[config.mk]
export PLATFORM = sky130hd
export DESIGN_NAME = div_ctrl
export DESIGN_NICKNAME = d
export VERILOG_FILES = /design/src/rtl/div_ctrl.sv
export SDC_FILE = /design/constraint.sdc
export NUM_CORES = 1
export LEC_CHECK = 0
export ABC_AREA = 1
export CAP_MARGIN = 20
export CORE_ASPECT_RATIO = 0.75
export CORE_MARGIN = 3
export CORE_UTILIZATION = 60
export CTS_CLUSTER_DIAMETER = 150
export DETAILED_ROUTE_END_ITERATION = 7
export DONT_BUFFER_PORTS = 1
export HOLD_SLACK_MARGIN = 0.15
export PLACE_DENSITY_LB_ADDON = 0.05
export SYNTH_ARGS = -nofsm -noshare
export SYNTH_HDL_FRONTEND = slang
export SYNTH_SLANG_ARGS = --single-unit
[constraint.sdc]
create_clock -name clk -period 5.9 [get_ports clk]
set_input_delay 0 -clock clk [delete_from_list [all_inputs] [get_ports clk]]
set_output_delay 0 -clock clk [all_outputs]
set_load 0.01 [all_outputs]
[src/rtl/div_ctrl.sv]
// div_ctrl: multi-cycle restoring divider and sequencer for DIV/DIVU in EX.
// Produces {remainder, quotient} for the HI/LO write path after DATA_W steps.
//
// state  | meaning
// -------+-----------------------------------------------------------
// FREE   | idle, operands sampled here when a start is accepted
// BYZERO | divisor was zero, result forced to 0 on the next edge
// ON     | one restoring step per edge; sign fix-up once cnt==DATA_W
// END    | result valid, held while start_i stays high
module div_ctrl #(
    parameter int DATA_W = 32
) (
    input  logic                  clk,
    input  logic                  rst,
    input  logic                  signed_div_i,
    input  logic [DATA_W-1:0]     opdata1_i,
    input  logic [DATA_W-1:0]     opdata2_i,
    input  logic                  start_i,
    input  logic                  annul_i,
    output logic [2*DATA_W-1:0]   result_o,
    output logic                  ready_o
);

    localparam int CNT_W = $clog2(DATA_W) + 1;
    localparam logic [CNT_W-1:0] CNT_LAST = CNT_W'(DATA_W);

    typedef enum logic [1:0] {
        S_FREE   = 2'd0,
        S_BYZERO = 2'd1,
        S_ON     = 2'd2,
        S_END    = 2'd3
    } state_t;

    state_t              state_q, state_d;
    logic [CNT_W-1:0]    cnt_q, cnt_d;
    logic [DATA_W-1:0]   rem_q, rem_d;
    logic [DATA_W-1:0]   quo_q, quo_d;
    logic [DATA_W-1:0]   dvs_q, dvs_d;
    logic                neg_quo_q, neg_quo_d;
    logic                neg_rem_q, neg_rem_d;
    logic [2*DATA_W-1:0] result_q, result_d;
    logic                ready_q, ready_d;

    logic                start_ok;
    logic [DATA_W-1:0]   dvd_mag;
    logic [DATA_W-1:0]   dvs_mag;
    logic [DATA_W-1:0]   shifted;
    logic [DATA_W:0]     diff;
    logic [DATA_W-1:0]   rem_fix;
    logic [DATA_W-1:0]   quo_fix;

    // Operand magnitudes, trial subtraction and final sign correction.
    always_comb begin
        start_ok = start_i && !annul_i;
        dvd_mag  = (signed_div_i && opdata1_i[DATA_W-1]) ? -opdata1_i : opdata1_i;
        dvs_mag  = (signed_div_i && opdata2_i[DATA_W-1]) ? -opdata2_i : opdata2_i;
        shifted  = {rem_q[DATA_W-2:0], quo_q[DATA_W-1]};
        diff     = {1'b0, shifted} - {1'b0, dvs_q};
        rem_fix  = neg_rem_q ? -rem_q : rem_q;
        quo_fix  = neg_quo_q ? -quo_q : quo_q;
    end

    // State register plus datapath and output flops; reset clears everything at once.
    always_ff @(posedge clk or posedge rst) begin
        if (rst) begin
            state_q   <= S_FREE;
            cnt_q     <= '0;
            rem_q     <= '0;
            quo_q     <= '0;
            dvs_q     <= '0;
            neg_quo_q <= 1'b0;
            neg_rem_q <= 1'b0;
            result_q  <= '0;
            ready_q   <= 1'b0;
        end else begin
            state_q   <= state_d;
            cnt_q     <= cnt_d;
            rem_q     <= rem_d;
            quo_q     <= quo_d;
            dvs_q     <= dvs_d;
            neg_quo_q <= neg_quo_d;
            neg_rem_q <= neg_rem_d;
            result_q  <= result_d;
            ready_q   <= ready_d;
        end
    end

    // Next-state selection; annul wins over step/finish while dividing.
    always_comb begin
        state_d = state_q;
        case (state_q)
            S_FREE: begin
                if (start_ok) begin
                    state_d = (opdata2_i == '0) ? S_BYZERO : S_ON;
                end
            end
            S_BYZERO: state_d = S_END;
            S_ON: begin
                if (annul_i) begin
                    state_d = S_FREE;
                end else if (cnt_q == CNT_LAST) begin
                    state_d = S_END;
                end
            end
            S_END: begin
                if (!start_i) begin
                    state_d = S_FREE;
                end
            end
            default: state_d = S_FREE;
        endcase
    end

    // Datapath updates and registered outputs for each state.
    always_comb begin
        cnt_d     = cnt_q;
        rem_d     = rem_q;
        quo_d     = quo_q;
        dvs_d     = dvs_q;
        neg_quo_d = neg_quo_q;
        neg_rem_d = neg_rem_q;
        result_d  = result_q;
        ready_d   = ready_q;
        case (state_q)
            S_FREE: begin
                result_d = '0;
                ready_d  = 1'b0;
                if (start_ok && (opdata2_i != '0)) begin
                    cnt_d     = '0;
                    rem_d     = '0;
                    quo_d     = dvd_mag;
                    dvs_d     = dvs_mag;
                    neg_quo_d = signed_div_i && (opdata1_i[DATA_W-1] ^ opdata2_i[DATA_W-1]);
                    neg_rem_d = signed_div_i && opdata1_i[DATA_W-1];
                end
            end
            S_BYZERO: begin
                result_d = '0;
                ready_d  = 1'b1;
            end
            S_ON: begin
                if (annul_i) begin
                    result_d = '0;
                    ready_d  = 1'b0;
                end else if (cnt_q != CNT_LAST) begin
                    cnt_d = cnt_q + CNT_W'(1);
                    if (diff[DATA_W]) begin
                        rem_d = shifted;
                        quo_d = {quo_q[DATA_W-2:0], 1'b0};
                    end else begin
                        rem_d = diff[DATA_W-1:0];
                        quo_d = {quo_q[DATA_W-2:0], 1'b1};
                    end
                end else begin
                    result_d = {rem_fix, quo_fix};
                    ready_d  = 1'b1;
                end
            end
            S_END: begin
                if (!start_i) begin
                    result_d = '0;
                    ready_d  = 1'b0;
                end
            end
            default: begin
                result_d = '0;
                ready_d  = 1'b0;
            end
        endcase
    end

    assign result_o = result_q;
    assign ready_o  = ready_q;

endmodule

Yosys cells after proc, flatten, opt, wreduce, memory -nomap -nowiden
Index checks and enable logic that the tools add are counted.
- bits in registers: 171
- input port bits: 69
- output and inout bits: 65
- word-level logic and storage cells: 75
- add/sub/neg operators: 6
- equality and inequality tests: 12
- multiplexer cells: 32
- bitwise operators: 1
- reductions and logical operators: 15
- operators by type and width (operator ; number):
    $mux W32 ; 11
    $mux W64 ; 3
    $pmux W64 S3 ; 1
    $neg A32 Y32 ; 4
    $pmux W32 S2 ; 2
    $sub A32 B32 Y33 ; 1
    $logic_not A32 Y1 ; 1
    $reduce_bool A32 Y1 ; 1
    $mux W6 ; 3
    $pmux W6 S2 ; 1
    $mux W2 ; 5
    $ne A2 B2 Y1 const B ; 5
    $pmux W2 S4 ; 1
    $add A6 B1 Y6 const B ; 1
    $eq A6 B6 Y1 const B ; 1
    $ne A3 B3 Y1 const B ; 2
    $ne A6 B6 Y1 const B ; 1
    $logic_and A1 B1 Y1 ; 5
    $eq A2 B2 Y1 const B ; 2
    $mux W1 ; 4
    $pmux W1 S4 ; 1
    $reduce_and A2 Y1 ; 2
    $reduce_and A4 Y1 ; 1
    $reduce_and A3 Y1 ; 1
    6 further kinds ; 6

Longest topological paths before layout
Gate-level depths: netlist of the first run.
- depth after elaboration: 5
- gate-level depth with buffers: 17
- depth with buffers taken out: 16

Worst setup path after synthesis of the first run
OpenSTA, ideal clock, no wires.
- path type: register to register
- from: register quo_q[31]
- to: register rem_q[3]
- setup time: 0.126 ns
- data arrival time: 2.107 ns
- setup slack: 3.667 ns
- stages on the path, launching flop included: 17
- path buffers: 1
- period minus slack after synthesis: 2.233 ns
- path through: dfrtp_1 inv_1 ha_1 fa_1 inv_1 nand2_1 nand2_1 nand3_1 nand2_1 nand2_1 nand2_2 nand2_1 nand2_2 buf_2 nand2_1 nand3_1 o21ai_0
- word-level cells in the longest chain between the ends: 5
- ends and longest elaborated chain (what ; RTL line ; RTL):
    start, declared ; 37 ; logic [DATA_W-1:0] quo_q, quo_d;
    start signal, assigned ; 79 ; quo_q <= quo_d;
    $sub A32 B32 Y33 ; 58 ; diff = {1'b0, shifted} - {1'b0, dvs_q};
    $mux W32 ; 147 ; if (diff[DATA_W]) begin
    $mux W32 ; 145 ; end else if (cnt_q != CNT_LAST) begin
    $mux W32 ; 142 ; if (annul_i) begin
    $pmux W32 S2 ; 124 ; case (state_q)
    end signal, assigned ; 78 ; rem_q <= rem_d;
    end, declared ; 36 ; logic [DATA_W-1:0] rem_q, rem_d;
Every way passes these cells. The select of a mux whose other input is x is not followed.
A chain may end at the register's enable or synchronous reset.

Worst setup path in the final report of the first run
- from: register state_q[0]
- to: register quo_q[20]
- word-level cells in the longest chain between the ends: 3
- elaborated cells between the ends (all ways): 8
- those cells by class: eq/ne: 4; mux: 1; reduce/logical: 3
- ends and longest elaborated chain (what ; RTL line ; RTL):
    start, declared ; 34 ; state_t state_q, state_d;
    start signal, assigned ; 76 ; state_q <= state_d;
    $eq A2 B2 Y1 or $logic_not A2 Y1 (tied branches) ; 124 ;
    $ne A2 B2 Y1 (no line) or $reduce_bool A2 Y1 (tied branches) ; -- ;
    $reduce_and A4 Y1 (no line) ; -- ;
Several ways; a longest one is shown, not always the timed one.

==> results of run 1 <==
==> cell usage after synthesis <==
library cell  instances
buf_4                 8
o21ai_1              18
nand2_4               1
nor3_1               19
nand2_1             682
xor2_1               59
a31oi_1               1
inv_1               261
a22oi_1               2
buf_2                18
nand3_4               2
nor2_2                4
a22o_1                3
fa_1                  1
buf_1                 5
buf_6                 6
dfrtp_1             171
a21oi_1              60
nor2_4                4
nand2_2               3
o41ai_1               2
and2_1                2
nand4_1              25
clkbuf_1             20
a21o_1                2
a21oi_2               1
nor4_1                7
o21ai_2               1
a21boi_4              1
or2_2                 4
nand4_4               1
o21ai_0             126
ha_1                 43
inv_2                 4
o21bai_1              3
o31ai_1              10
clkinv_1              1
a32o_1                3
o211ai_1              6
xnor2_1              11
nand3_1             205
nor2_1              175
==> cells by family (layout without fill, tap and decap cells) <==
logic type / after synthesis / count (layout) / share of synthesized area (%)
DFF: 171 / 171 / 33.4
xor gates and xnor gates: 70 / 70 / 4.79
AOI/OAI and AO/OA: 239 / 239 / 10.2
buffers and inverters: 323 / 435 / 10.2
adders and majority gates: 44 / 44 / 4.36
and+or+nand+nor: 1134 / 1134 / 37.0
==> worst min path at each step <==
| stage | start | endpoint | slack [ps] | cells past startpoint |
|---|---|---|---|---|
| 2_1_floorplan | opdata1_i[0] | quo_q[0] | 130 | 2 |
| 3_3_place_gp | rst | result_o[21] | 110 | 1 |
| 3_5_place_dp | rst | result_o[18] | 110 | 1 |
| 4_1_cts | opdata1_i[7] | quo_q[9] | 150 | 7 |
| 5_1_grt | start_i | result_o[41] | 220 | 6 |
| 6_report | start_i | result_o[41] | 200 | 6 |
==> registers in the layout, summed over array words and instances (netlist names) <==
signal,cells
cnt_q,6
dvs_q,32
neg_quo_q,1
neg_rem_q,1
quo_q,32
ready_o,1
rem_q,32
result_o,64
state_q,2
==> power by group through the flow <==
stage / Combinational (mW) / Clock (mW) / Sequential, mW
after floorplan: 1.93 / 0 / 1.76
after global placement: 2.33 / 0 / 1.93
after detailed placement: 2.37 / 0 / 1.95
after CTS: 2.55 / 1.08 / 1.93
after global routing: 2.98 / 1.12 / 1.96
final: 2.67 / 1.07 / 1.93
==> worst max-delay path: stages (launching register included) <==
cell and delay [ps]:
dfrtp_1 400, inv_1 110, ha_1 550, inv_2 160, nor2_4 160, o21ai_2 100
a21boi_4 210, nand2_4 410, nor2_4 660, o21ai_0 200, dlygate4sd3_1 600, nand3_1 70
==> metrics by stage <==
step,setup slack (ps),power [mW],hold WS [ps]
floorplan,1270,3.69,133
global placement,2870,4.26,112
detailed placement,2780,4.32,113
CTS,2230,5.55,154
global route,1920,6.07,224
finish,2200,5.67,197
==> layer usage <==
metal,vias to the layer above,wire length (um)
li1,6503,-
met1,6195,18300
met2,694,16400
met3,70,5430
met4,2,717
met5,-,13
==> cell type report <==
type | count | area (sq um) | share of cell area, %
Clock buffer | 20 | 447 | 3.02
Multi-Input combinational cell | 1487 | 7220 | 48.8
Clock inverter | 11 | 98.8 | 0.668
Inverter | 266 | 1000 | 6.79
Timing Repair Buffer | 138 | 1390 | 9.37
Sequential cell | 171 | 4280 | 28.9
Tap cell | 282 | 353 | 2.39
==> run_results.csv, run 1 <==
group,metric,value,unit
outcome,status,"finished, final reports clean",
timing,rsz0062_at_grt,"false",
logic_synthesis,synth_top_cell_by_area,"dfrtp_1",
route,wl_per_cell,17.2,um
worst_setup_path,start_kind,"register",
timing,tightest_slew,962,ps
clock_tree,htreeDepth,4,
global_routing,gr-usage-met1,52.3,%
min_path,hold_path.class,"input pin to register",
global_routing,met2_usage,49.4,%
pwr,p_leak,7.61,nW
pwr,comb_power_share,47.1,%
logic_synthesis,seq_area_frac_synth,33.4,%
global_routing,use_met3,12.7,%
clock_tree,cts_tree,"done",
logic_synthesis,yosys-top-cells-area,"dfrtp_1 33%, nand2_1 20%, nand3_1 8.0%",
route,via_per_inst,5.67,
worst_setup_path,worstSetupStartpoint,"state_q[0]",
timing,drv_slew,0,
logic_synthesis,ys_ff_latch,171,
worst_setup_path,rr_startpoint,"state_q[0]",
cells_and_area,final_cell_mix,"682 x nand2_1, 260 x inv_1, 205 x nand3_1",
timing,hold_violations,0,
worst_setup_path,endpoint,"quo_q[20]",
cells_and_area,fillers,1721,
timing,skew,10.9,ps
worst_setup_path,r2r-end,"quo_q[20]",
route,vias,13500,
route,ant_nets,0,
logic_synthesis,syn_area_per_cell,6.46,sq um
pwr,pwr-share-seq,34.0,%
logic_synthesis,yosys_warnings,0,
worst_setup_path,cp_max_fo,61,
place,dp_hpwl,29200,um
global_routing,grt_first_pass_wirelength,65400,um
clock_tree,clkSinkCount,171,
place,dp_cells,2211,
timing,fmax,0.270,GHz
floorplan,dieWidth,175,um
global_routing,antenna_found_initial,1,
global_routing,overflow,0,
global_routing,grt_pass1_vias,12300,
cells_and_area,final_nets,2194,
logic_synthesis,synth_nets,2094,
timing,setup_viol,0,
floorplan,chipHeight,133,um
route,finalWirelength,40800,um
pwr,pwr_density_cell,384,mW/mm^2
logic_synthesis,synth_cell_types,42,
timing,fin_crit,3700,ps
global_routing,grt_usage,35.3,%
cells_and_area,diodes,0,
floorplan,fp.coreArea,0.0206,sq mm
global_routing,grt_max_degree,104,
cells_and_area,area_growth,15.5,%
logic_synthesis,synth_top_area_share,33.4,%
pwr,p_sw,2.72,mW
floorplan,start_util,62.1,%
pwr,ir_worst_vdd,0.222,mV
timing,post-route-period-util,62.8,%
cells_and_area,layout_commonest_cell,"nand2_1",
floorplan,rows,45,
clock_tree,cts_root_buf,"clkbuf_16",
clock_tree,clockBufferDepth,2,
clock_tree,post_cts_resized,0,
place,globalplace.congestion,1.02,
place,io_buffers,0,
route,first_pass_iters,6,
worst_setup_path,reg2reg_depth,11,
route,first_iter_violations,1479,
floorplan,num_io_pins,134,
worst_setup_path,cp.required,6270,ps
timing,slew_headroom,35.1,%
place,postPlaceCellArea,0.0129,sq mm
global_routing,grt.busiest_layer,"met1",
cells_and_area,fin_area,0.0148,sq mm
worst_setup_path,endpoint_kind,"register",
cells_and_area,final_cells,2375,
clock_tree,cts.clk_slew.worst_paths,70,ps
cells_and_area,finish.utilization,71.8,%
worst_setup_path,crit_arrival,4070,ps
route,drc_errors,0,
clock_tree,cts_setup_buffers,0,
pwr,swShare,48.0,%
pwr,p_int,2.95,mW
clock_tree,numCtsBuffers,17,
clock_tree,insertion_delay,440,ps
pwr,clkPwrFrac,18.9,%
timing,tns,0,ps
cells_and_area,layout-drive-gt1-share,3.01,%
job,maxCapViolCount,0,
worst_setup_path,rrSetupSlack,2200,ps
floorplan,dieArea,0.0231,sq mm
logic_synthesis,netlist_area,0.0128,sq mm
logic_synthesis,syn_inst,1981,
worst_setup_path,worstSetupPathType,"register to register",
clock_tree,holdBufCountCts,132,
Note: power is estimated with default switching activity, not from simulation.
==> run 2, diff against run 1 <==
==> constraint.sdc (replaced) <==
create_clock -name clk -period 3.45 [get_ports clk]
set_input_delay 0 -clock clk [delete_from_list [all_inputs] [get_ports clk]]
set_output_delay 0 -clock clk [all_outputs]
set_load 0.01 [all_outputs]
==> run 2 against run 1 <==
Against the previous run:
- utilization increased by 0.58 points
- via count increased by 0.70%
- routed wire length increased by 2.4%
- critical path depth increased by 3
- clock-buffer cell count decreased by 2
- clock skew decreased by 3.6 ps
==> run_results.csv, run 2 (same netlist as run 1, synthesis figures left out) <==
group,metric,value,unit
outcome,status,"finished, final reports clean",
job,maxCapViolCount,0,
floorplan,num_io_pins,134,
clock_tree,insertion_delay,450,ps
cells_and_area,diodes,0,
route,drc_errors,0,
min_path,hold_path.class,"input pin to register",
clock_tree,clockBufferDepth,2,
cells_and_area,finish.utilization,72.3,%
clock_tree,cts_tree,"done",
worst_setup_path,worstSetupPathType,"input pin to register",
cells_and_area,final_nets,2200,
global_routing,antenna_found_initial,1,
route,finalWirelength,41800,um
timing,setup_viol,0,
global_routing,grt_first_pass_wirelength,65600,um
global_routing,grt_usage,35.7,%
clock_tree,cts_root_buf,"clkbuf_16",
route,ant_nets,0,
timing,fin_crit,3160,ps
pwr,p_int,5.19,mW
timing,hold_violations,0,
pwr,pwr_density_cell,665,mW/mm^2
floorplan,start_util,62.1,%
cells_and_area,layout-drive-gt1-share,3.48,%
pwr,pwr-share-seq,33.6,%
cells_and_area,area_growth,16.4,%
floorplan,chipHeight,133,um
worst_setup_path,crit_slowest_cell,"dlygate4sd3_1",
floorplan,dieWidth,175,um
worst_setup_path,endpoint_kind,"register",
global_routing,grt_max_degree,68,
timing,skew,7.31,ps
worst_setup_path,cp_max_fo,4,
timing,slew_headroom,39.6,%
floorplan,rows,45,
worst_setup_path,critPathMaxStageDelay,620,ps
timing,drv_slew,0,
clock_tree,cts_setup_buffers,0,
worst_setup_path,cp.required,3840,ps
clock_tree,clkSinkCount,171,
pwr,p_leak,7.66,nW
place,postPlaceCellArea,0.0129,sq mm
cells_and_area,largest_reg_flops,64,
floorplan,fp.coreArea,0.0206,sq mm
route,vias,13600,
timing,fmax,0.316,GHz
cells_and_area,final_cell_mix,"682 x nand2_1, 260 x inv_1, 205 x nand3_1",
route,wl_per_cell,17.5,um
cells_and_area,fin_area,0.0149,sq mm
place,globalplace.congestion,0.999,
clock_tree,numCtsBuffers,17,
worst_setup_path,crit_top_cell,"nand2_1",
pwr,swShare,47.7,%
place,dp_hpwl,30200,um
worst_setup_path,crit_arrival,3550,ps
cells_and_area,layout_commonest_cell,"nand2_1",
pwr,comb_power_share,45.6,%
pwr,ir_worst_vdd,0.361,mV
timing,tns,0,ps
worst_setup_path,path_cells,"dlygate4sd3_1, nor2_1, nand2_1, nor2_1, nand3_1, nor2_1, nand2_1, o21ai_2, nand2_1, nand2_1, dlygate4sd3_1, nand3_1, dlygate4sd3_1, nand2_1",
pwr,clkPwrFrac,20.9,%
timing,rsz0062_at_grt,"false",
route,first_pass_iters,8,
global_routing,overflow,0,
place,io_buffers,0,
timing,post-route-period-util,91.6,%
global_routing,grt_pass1_vias,12200,
clock_tree,cts.clk_slew.worst_paths,70,ps
worst_setup_path,start_kind,"input pin",
route,via_per_inst,5.69,
floorplan,dieArea,0.0231,sq mm
cells_and_area,fillers,1739,
timing,tightest_slew,905,ps
clock_tree,htreeDepth,4,
route,first_iter_violations,1708,
pwr,p_sw,4.72,mW
-- run 2: cell count changes in the layout (fill, tap and decap cells not counted), moves of 2 or more --
cell / before / now
buf_4: 5 / 11
bufinv_16: 1 / 3
clkinv_2: 4 / 0
inv_6: 1 / 4
-- run 2: power groups by stage --
stage | Clock (mW) | Sequential [mW] | Combinational [mW]
final | 2.07 | 3.33 | 4.52
after global routing | 2.15 | 3.39 | 5.04
after floorplan | 0 | 3.01 | 3.29
after global placement | 0 | 3.31 | 4.03
after detailed placement | 0 | 3.32 | 4.11
after CTS | 2.07 | 3.29 | 4.39
-- run 2: final cells by class --
| type | instances | area [sq um] | share of cell area (%) |
|---|---|---|---|
| flip-flops and latches | 171 | 4280 | 28.7 |
| inverters | 266 | 1010 | 6.75 |
| well taps | 282 | 353 | 2.37 |
| clock inverters | 14 | 186 | 1.25 |
| multi-input cells | 1487 | 7230 | 48.5 |
| repair buffers | 144 | 1420 | 9.55 |
| clock buffers | 18 | 429 | 2.88 |
-- run 2: repair_timing --
action                                 CTS  global route
setup endpoints to repair                0             8
hold buffers                           132             0
endpoints found under the hold margin  250             0
gates resized for setup                  0             5
-- run 2: path summary, 6_finish.rpt --
check | from | to | slack [ps] | depth (start not counted)
worst max-delay path | opdata2_i[5] | dvs_q[29] | 290 | 14
worst min-delay path | opdata1_i[5] | quo_q[9] | 170 | 7
worst max register to register | state_q[0] | quo_q[0] | 300 | 12
worst min register to register | dvs_q[19] | dvs_q[19] | 490 | 2
max in group asynchronous | rst | dvs_q[24] | 2500 | 3
min in group asynchronous | rst | result_o[12] | 290 | 3
-- run 2: layer usage --
layer	share of wire, %	vias up	track usage [%]
met1	45	6264	54.4
met2	40	711	49.5
met4	2.1	2	8.37
met5	0.017	-	0
met3	13	68	10.6
li1	-	6513	-
-- run 2: worst max-delay path: cells and delay by family --
family	cells	cell delay (ps)
buf+inv	3	1770
simple gates	10	1510
compound gates	1	250
-- run 2: stage by stage --
stage	power (mW)	std cells	hold slack [ps]	worst slack (ps)
after CTS	9.75	2382	164	114
after detailed placement	7.43	2218	-219	601
after floorplan	6.31	1981	133	1220
final	9.92	2382	175	290
after global placement	7.34	2218	-221	694
after global routing	10.6	2382	220	76.5
